===== src/rtl/adder_driver_if.sv =====
// Operand/result bundle between adder_driver and a 4-bit adder under test.
// The driver holds the master end; the adder (or its model) holds the slave end.
interface adder_driver_if;
  logic [3:0] a;
  logic [3:0] b;
  logic       valid;
  logic [6:0] c;

  modport master (output a, output b, output valid, input c);
  modport slave  (input a, input b, input valid, output c);
endinterface


===== src/rtl/adder_driver.sv =====
// Self-test driver for the 4-bit adder family: issues LFSR operand pairs, checks c = a+b.
// Define ADDER_DRIVER_CORNER_EN to run 0+0 and 15+15 as the first two ops of each run.
module adder_driver #(
  parameter int         NUM_OPS = 16,
  parameter int         GAP     = 0,
  parameter logic [7:0] SEED    = 8'hA5
) (
  input  logic                  clk,
  input  logic                  reset,
  input  logic                  start,
  adder_driver_if.master        bus,
  output logic                  busy,
  output logic                  done,
  output logic                  mismatch,
  output logic [7:0]            op_cnt,
  output logic [7:0]            err_cnt
);

`ifdef ADDER_DRIVER_CORNER_EN
  localparam bit CORNER = 1'b1;
`else
  localparam bit CORNER = 1'b0;
`endif

  localparam logic [7:0] SEED_EFF = (SEED == 8'h00) ? 8'h01 : SEED;
  localparam logic [7:0] NUM_OPS_C = 8'(NUM_OPS);
  localparam logic [3:0] GAP_LAST = (GAP > 0) ? 4'(GAP - 1) : 4'd0;

  typedef enum logic [2:0] {S_IDLE, S_ISSUE, S_CHECK, S_GAP, S_DONE} state_t;

  state_t      state_reg, state_next;
  logic [7:0]  lfsr_reg, lfsr_next;
  logic [3:0]  a_reg, a_next;
  logic [3:0]  b_reg, b_next;
  logic [6:0]  exp_reg, exp_next;
  logic [7:0]  op_cnt_reg, op_cnt_next;
  logic [7:0]  err_cnt_reg, err_cnt_next;
  logic        mismatch_reg, mismatch_next;
  logic [3:0]  gap_cnt_reg, gap_cnt_next;
  logic        load;

  always_ff @(posedge clk or posedge reset) begin
    if (reset) begin
      state_reg    <= S_IDLE;
      lfsr_reg     <= SEED_EFF;
      a_reg        <= 4'd0;
      b_reg        <= 4'd0;
      exp_reg      <= 7'd0;
      op_cnt_reg   <= 8'd0;
      err_cnt_reg  <= 8'd0;
      mismatch_reg <= 1'b0;
      gap_cnt_reg  <= 4'd0;
    end else begin
      state_reg    <= state_next;
      lfsr_reg     <= lfsr_next;
      a_reg        <= a_next;
      b_reg        <= b_next;
      exp_reg      <= exp_next;
      op_cnt_reg   <= op_cnt_next;
      err_cnt_reg  <= err_cnt_next;
      mismatch_reg <= mismatch_next;
      gap_cnt_reg  <= gap_cnt_next;
    end
  end

  always_comb begin
    state_next    = state_reg;
    lfsr_next     = lfsr_reg;
    a_next        = a_reg;
    b_next        = b_reg;
    exp_next      = exp_reg;
    op_cnt_next   = op_cnt_reg;
    err_cnt_next  = err_cnt_reg;
    mismatch_next = 1'b0;
    gap_cnt_next  = gap_cnt_reg;
    load          = 1'b0;

    case (state_reg)
      S_IDLE, S_DONE: begin
        if (start) begin
          state_next   = S_ISSUE;
          lfsr_next    = SEED_EFF;
          op_cnt_next  = 8'd0;
          err_cnt_next = 8'd0;
          load         = 1'b1;
        end
      end
      S_ISSUE: state_next = S_CHECK;
      S_CHECK: begin
        op_cnt_next = op_cnt_reg + 8'd1;
        if (bus.c != exp_reg) begin
          mismatch_next = 1'b1;
          if (err_cnt_reg != 8'hFF)
            err_cnt_next = err_cnt_reg + 8'd1;
        end
        // Corner ops use fixed operands, so they must not consume LFSR states.
        if (!(CORNER && (op_cnt_reg < 8'd2)))
          lfsr_next = {lfsr_reg[6:0], lfsr_reg[7] ^ lfsr_reg[6] ^ lfsr_reg[5] ^ lfsr_reg[3]};
        if (op_cnt_next == NUM_OPS_C) begin
          state_next = S_DONE;
        end else if (GAP > 0) begin
          state_next   = S_GAP;
          gap_cnt_next = 4'd0;
        end else begin
          state_next = S_ISSUE;
          load       = 1'b1;
        end
      end
      S_GAP: begin
        if (gap_cnt_reg == GAP_LAST) begin
          state_next = S_ISSUE;
          load       = 1'b1;
        end else begin
          gap_cnt_next = gap_cnt_reg + 4'd1;
        end
      end
      default: state_next = S_IDLE;
    endcase

    // Operands are registered on entry to ISSUE so they are stable for the whole valid cycle.
    if (load) begin
      if (CORNER && (op_cnt_next == 8'd0)) begin
        a_next = 4'h0;
        b_next = 4'h0;
      end else if (CORNER && (op_cnt_next == 8'd1)) begin
        a_next = 4'hF;
        b_next = 4'hF;
      end else begin
        a_next = lfsr_next[7:4];
        b_next = lfsr_next[3:0];
      end
      exp_next = {3'b000, a_next} + {3'b000, b_next};
    end
  end

  assign bus.a     = a_reg;
  assign bus.b     = b_reg;
  assign bus.valid = (state_reg == S_ISSUE);
  assign busy      = (state_reg == S_ISSUE) || (state_reg == S_CHECK) || (state_reg == S_GAP);
  assign done      = (state_reg == S_DONE);
  assign mismatch  = mismatch_reg;
  assign op_cnt    = op_cnt_reg;
  assign err_cnt   = err_cnt_reg;

endmodule


===== src/flat_wrapper.sv =====
// flat-port wrapper written by rule: the top's interface ports become plain ports
module adder_driver_flat 
#(
  parameter int         NUM_OPS = 16,
  parameter int         GAP     = 0,
  parameter logic [7:0] SEED    = 8'hA5
)
  (clk, reset, start, busy, done, mismatch, op_cnt, err_cnt, bus_a, bus_b, bus_valid, bus_c);
  adder_driver_if bus_i ();
  input  logic clk;
  input  logic reset;
  input  logic start;
  output logic busy;
  output logic done;
  output logic mismatch;
  output logic [7:0] op_cnt;
  output logic [7:0] err_cnt;
  output wire logic [$bits(bus_i.a)-1:0] bus_a;
  output wire logic [$bits(bus_i.b)-1:0] bus_b;
  output wire logic [$bits(bus_i.valid)-1:0] bus_valid;
  input wire logic [$bits(bus_i.c)-1:0] bus_c;
  assign bus_a = bus_i.a;
  assign bus_b = bus_i.b;
  assign bus_valid = bus_i.valid;
  assign bus_i.c = bus_c;
  adder_driver #(.NUM_OPS(NUM_OPS), .GAP(GAP), .SEED(SEED)) u_core (.clk(clk), .reset(reset), .start(start), .bus(bus_i), .busy(busy), .done(done), .mismatch(mismatch), .op_cnt(op_cnt), .err_cnt(err_cnt));
endmodule

===== config.mk =====
export PLATFORM = sky130hd
export DESIGN_NAME = adder_driver_flat
export DESIGN_NICKNAME = d
export VERILOG_FILES = /design/src/rtl/adder_driver_if.sv /design/src/rtl/adder_driver.sv /design/src/flat_wrapper.sv
export SDC_FILE = /design/constraint.sdc
export NUM_CORES = 1
export LEC_CHECK = 0
export ABC_CLOCK_PERIOD_IN_PS = 3100
export BUFFER_PORTS_ARGS = -buffer_cell sky130_fd_sc_hd__buf_2
export CAP_MARGIN = 5
export CORE_MARGIN = 5
export CORE_UTILIZATION = 34
export DETAILED_ROUTE_END_ITERATION = 10
export PLACE_DENSITY = 0.51
export REMOVE_ABC_BUFFERS = 1
export SLEW_MARGIN = 20
export SYNTH_ARGS = -nofsm -noshare
export SYNTH_HDL_FRONTEND = slang
export SYNTH_SLANG_ARGS = --single-unit

===== constraint.sdc =====
create_clock -name clk -period 3.1 [get_ports clk]
set_input_delay 0.775 -clock clk [delete_from_list [all_inputs] [get_ports clk]]
set_output_delay 0.775 -clock clk [all_outputs]
set_load 0.02 [all_outputs]

==> reports/metrics.csv <==
metric,value,unit
Synth Flop Type,dfrtp_1,
setup TNS,0,ps
average cell area after synthesis,10.5,µm²
worst skew pair latency,290,ps
FF-to-FF Start,u_core.state_reg[2],
vias per cell,4.72,
core area,0.00679,mm²
Tcrit/Tclk final,0.902,
critical path class,flop to flop,
CTS Hold Bufs,0,
routed length per instance,13.1,µm
Pre-Repair DR Iteration Count,4,
Setup Buffers After CTS,0,
Ant. Diodes,0,
Detail Placement HPWL,3600,µm
met3 Use GR,0.0321,
H-tree lvl count,2,
global-route wire length before repair,8340,µm
GRT Resource Usage Total,0.119,
hold_ws,495,ps
Hold Fails Final Rpt,0,
gr busiest metal,met2,
Seq pwr share,0.387,
CTS buffer count,5,
"most common cell after layout, fill and taps aside",dfrtp_1,
min Tclk post-route,2790,ps
Max Buffers Root-to-Sink,2,
IO Port Bufs,37,
YS warnings,0,
register area,0.00113,mm²
Leak Pwr,1.26,nW
Ports,38,
Site Rows,30,
"Cell Area, Synth",0.00238,mm²
Max Slew Vio Count,0,
Via Count,1728,
Clock Sinks,45,
Clk Tree Root Cell,clkbuf_8,
status,completed,
grt met2 use,0.183,
WP data required,3280,ps
Placed Cells,358,
Resize count post-CTS,0,
ANT nets after route,0,
setup ws final,305,ps
power share of the combinational group,0.468,
DRC viols,0,
Synth Register Bits,45,
internal power,0.00143,W
Area Growth Syn to Fin,16.0,%
multi-input logic area,0.00115,mm²
initial DRC count,61,
Worst setup EP type,flop,
setup slack at placement,172,ps
VDD IR max,0.000381,V
relative slew slack,0.516,
Clock Skews,4.39,ps
pin count of the biggest net entering global routing,21,
aggregate global routing overflow,0,
Setup Viol. Count Final,0,
Fill cells,677,
share of cells above drive strength 1,0.270,
CTS tree,yes,
"Arr. time, crit path",2980,ps
CP max FO,11,
max-cap violation count,0,
WL final,4800,µm
"commonest non-fill, non-tap cells in the layout","dfrtp_1 (41), buf_2 (37), nand2_1 (19)",
Non-Filler Instances,366,
Die Width,93.7,µm
Worst Setup Start Kind,flop,
Psw,0.000953,W
Final Util,0.406,
switching part of the total,0.400,
initial antenna violation count,0,
starting utilization of the core area,0.350,
Peak Freq,358,MHz
Post-synth EDFFs,0,
GP Congestion,0.717,
Gate Count Post-Synth,227,
full die area,0.00878,mm²
Clock transition at path regs,80,ps
nets,288,
Die Height,93.7,µm
"Async S/R FF share, synth",1.00,
unrepaired setup endpoints after global routing,no,
met1 usage,0.161,
number of global-route vias before repair,1740,
HP Class,input port to async pin,
post-synthesis sequential area ratio,0.475,
Clock power frac,0.145,
PD cells,864,mW/mm²
post-synthesis cell type count,49,
Least-Margin Pin Slew,724,ps
worst setup path startpoint,u_core.state_reg[2],
[cell families (layout without fill, tap and decap cells)]
kind of cell,count (synthesis),in the layout,synth area share
adder cells (fa/ha/maj),9,9,0.0504
XOR/XNOR,15,15,0.0552
AO/OA/AOI/OAI,53,53,0.173
flip-flops,45,45,0.475
buffers and inverters,21,64,0.0399
multiplexers,9,9,0.0426
AND/OR/NAND/NOR,75,75,0.163
[cell type report]
class | count | area share
tap | 96 | 0.0435
sequential | 45 | 0.410
clock buffer | 8 | 0.0290
timing repair buffer | 42 | 0.0807
multi-input combinational | 161 | 0.418
inverter | 14 | 0.0190
[path summary, 6_finish.rpt]
kind | to | slack, ps | depth (start not counted)
min in group clk | u_core.gap_cnt_reg[3] | 510 | 1
hold reg to reg | u_core.gap_cnt_reg[3] | 510 | 1
hold / removal | u_core.err_cnt[0] | 500 | 2
setup reg to reg | u_core.exp_reg[3] | 310 | 9
setup / recovery | u_core.exp_reg[3] | 310 | 9
max in group asynchronous | u_core.lfsr_reg[0] | 1950 | 3
[through the flow]
stage | power (W) | cell area [µm²]
after floorplan | 0.00175 | 2340
after global routing | 0.00260 | 2760
after global placement | 0.00207 | 2680
after detailed placement | 0.00208 | 2680
after CTS | 0.00244 | 2760
final | 0.00238 | 2760
[synth_stat cells, drive strengths merged, types with 2 or more instances]
cell | n | area (µm²)
xor2 | 5 | 43.8
ha | 8 | 100
and2 | 5 | 31.3
a21oi | 10 | 50.1
dfrtp | 41 | 1030
nand2 | 20 | 77.6
inv | 14 | 52.6
a221oi | 2 | 52.6
o211ai | 4 | 30.0
nand2b | 5 | 33.8
and3 | 4 | 25.0
or3 | 2 | 12.5
a22o | 4 | 35.0
o221a | 3 | 33.8
xnor2 | 10 | 87.6
mux2 | 9 | 101
nor3 | 2 | 10.0
or2 | 2 | 12.5
nor2b | 2 | 12.5
nand4 | 2 | 12.5
nand3b | 3 | 22.5
o21ai | 20 | 104
nor2 | 14 | 55.1
nand3 | 10 | 50.1
buf | 6 | 38.8
dfstp | 4 | 105
[power by group through the flow]
stage	combinational, W	sequential, W	clock, W
after global routing	0.00125	0.000952	0.000393
after detailed placement	0.00114	0.000936	0
after CTS	0.00115	0.000926	0.000368
final	0.00112	0.000923	0.000346
after floorplan	0.000738	0.00101	0
after global placement	0.00113	0.000941	0
[routing by layer]
| layer | share of wire | vias up |
|---|---|---|
| met4 | 0.014 | 0 |
| met5 | 0 | - |
| met3 | 0.041 | 6 |
| li1 | - | 882 |
| met1 | 0.50 | 813 |
| met2 | 0.45 | 27 |
[worst max-delay path: stages, from the launching register on]
cell,delay (ps)
dfrtp_1,480
nand2b_1,320
nor2_2,160
nor2_1,580
a22o_1,330
ha_1,250
nand2_1,60
o21ai_0,90
xor2_1,150
mux2_2,270
Power figures use the tool's default switching activity.
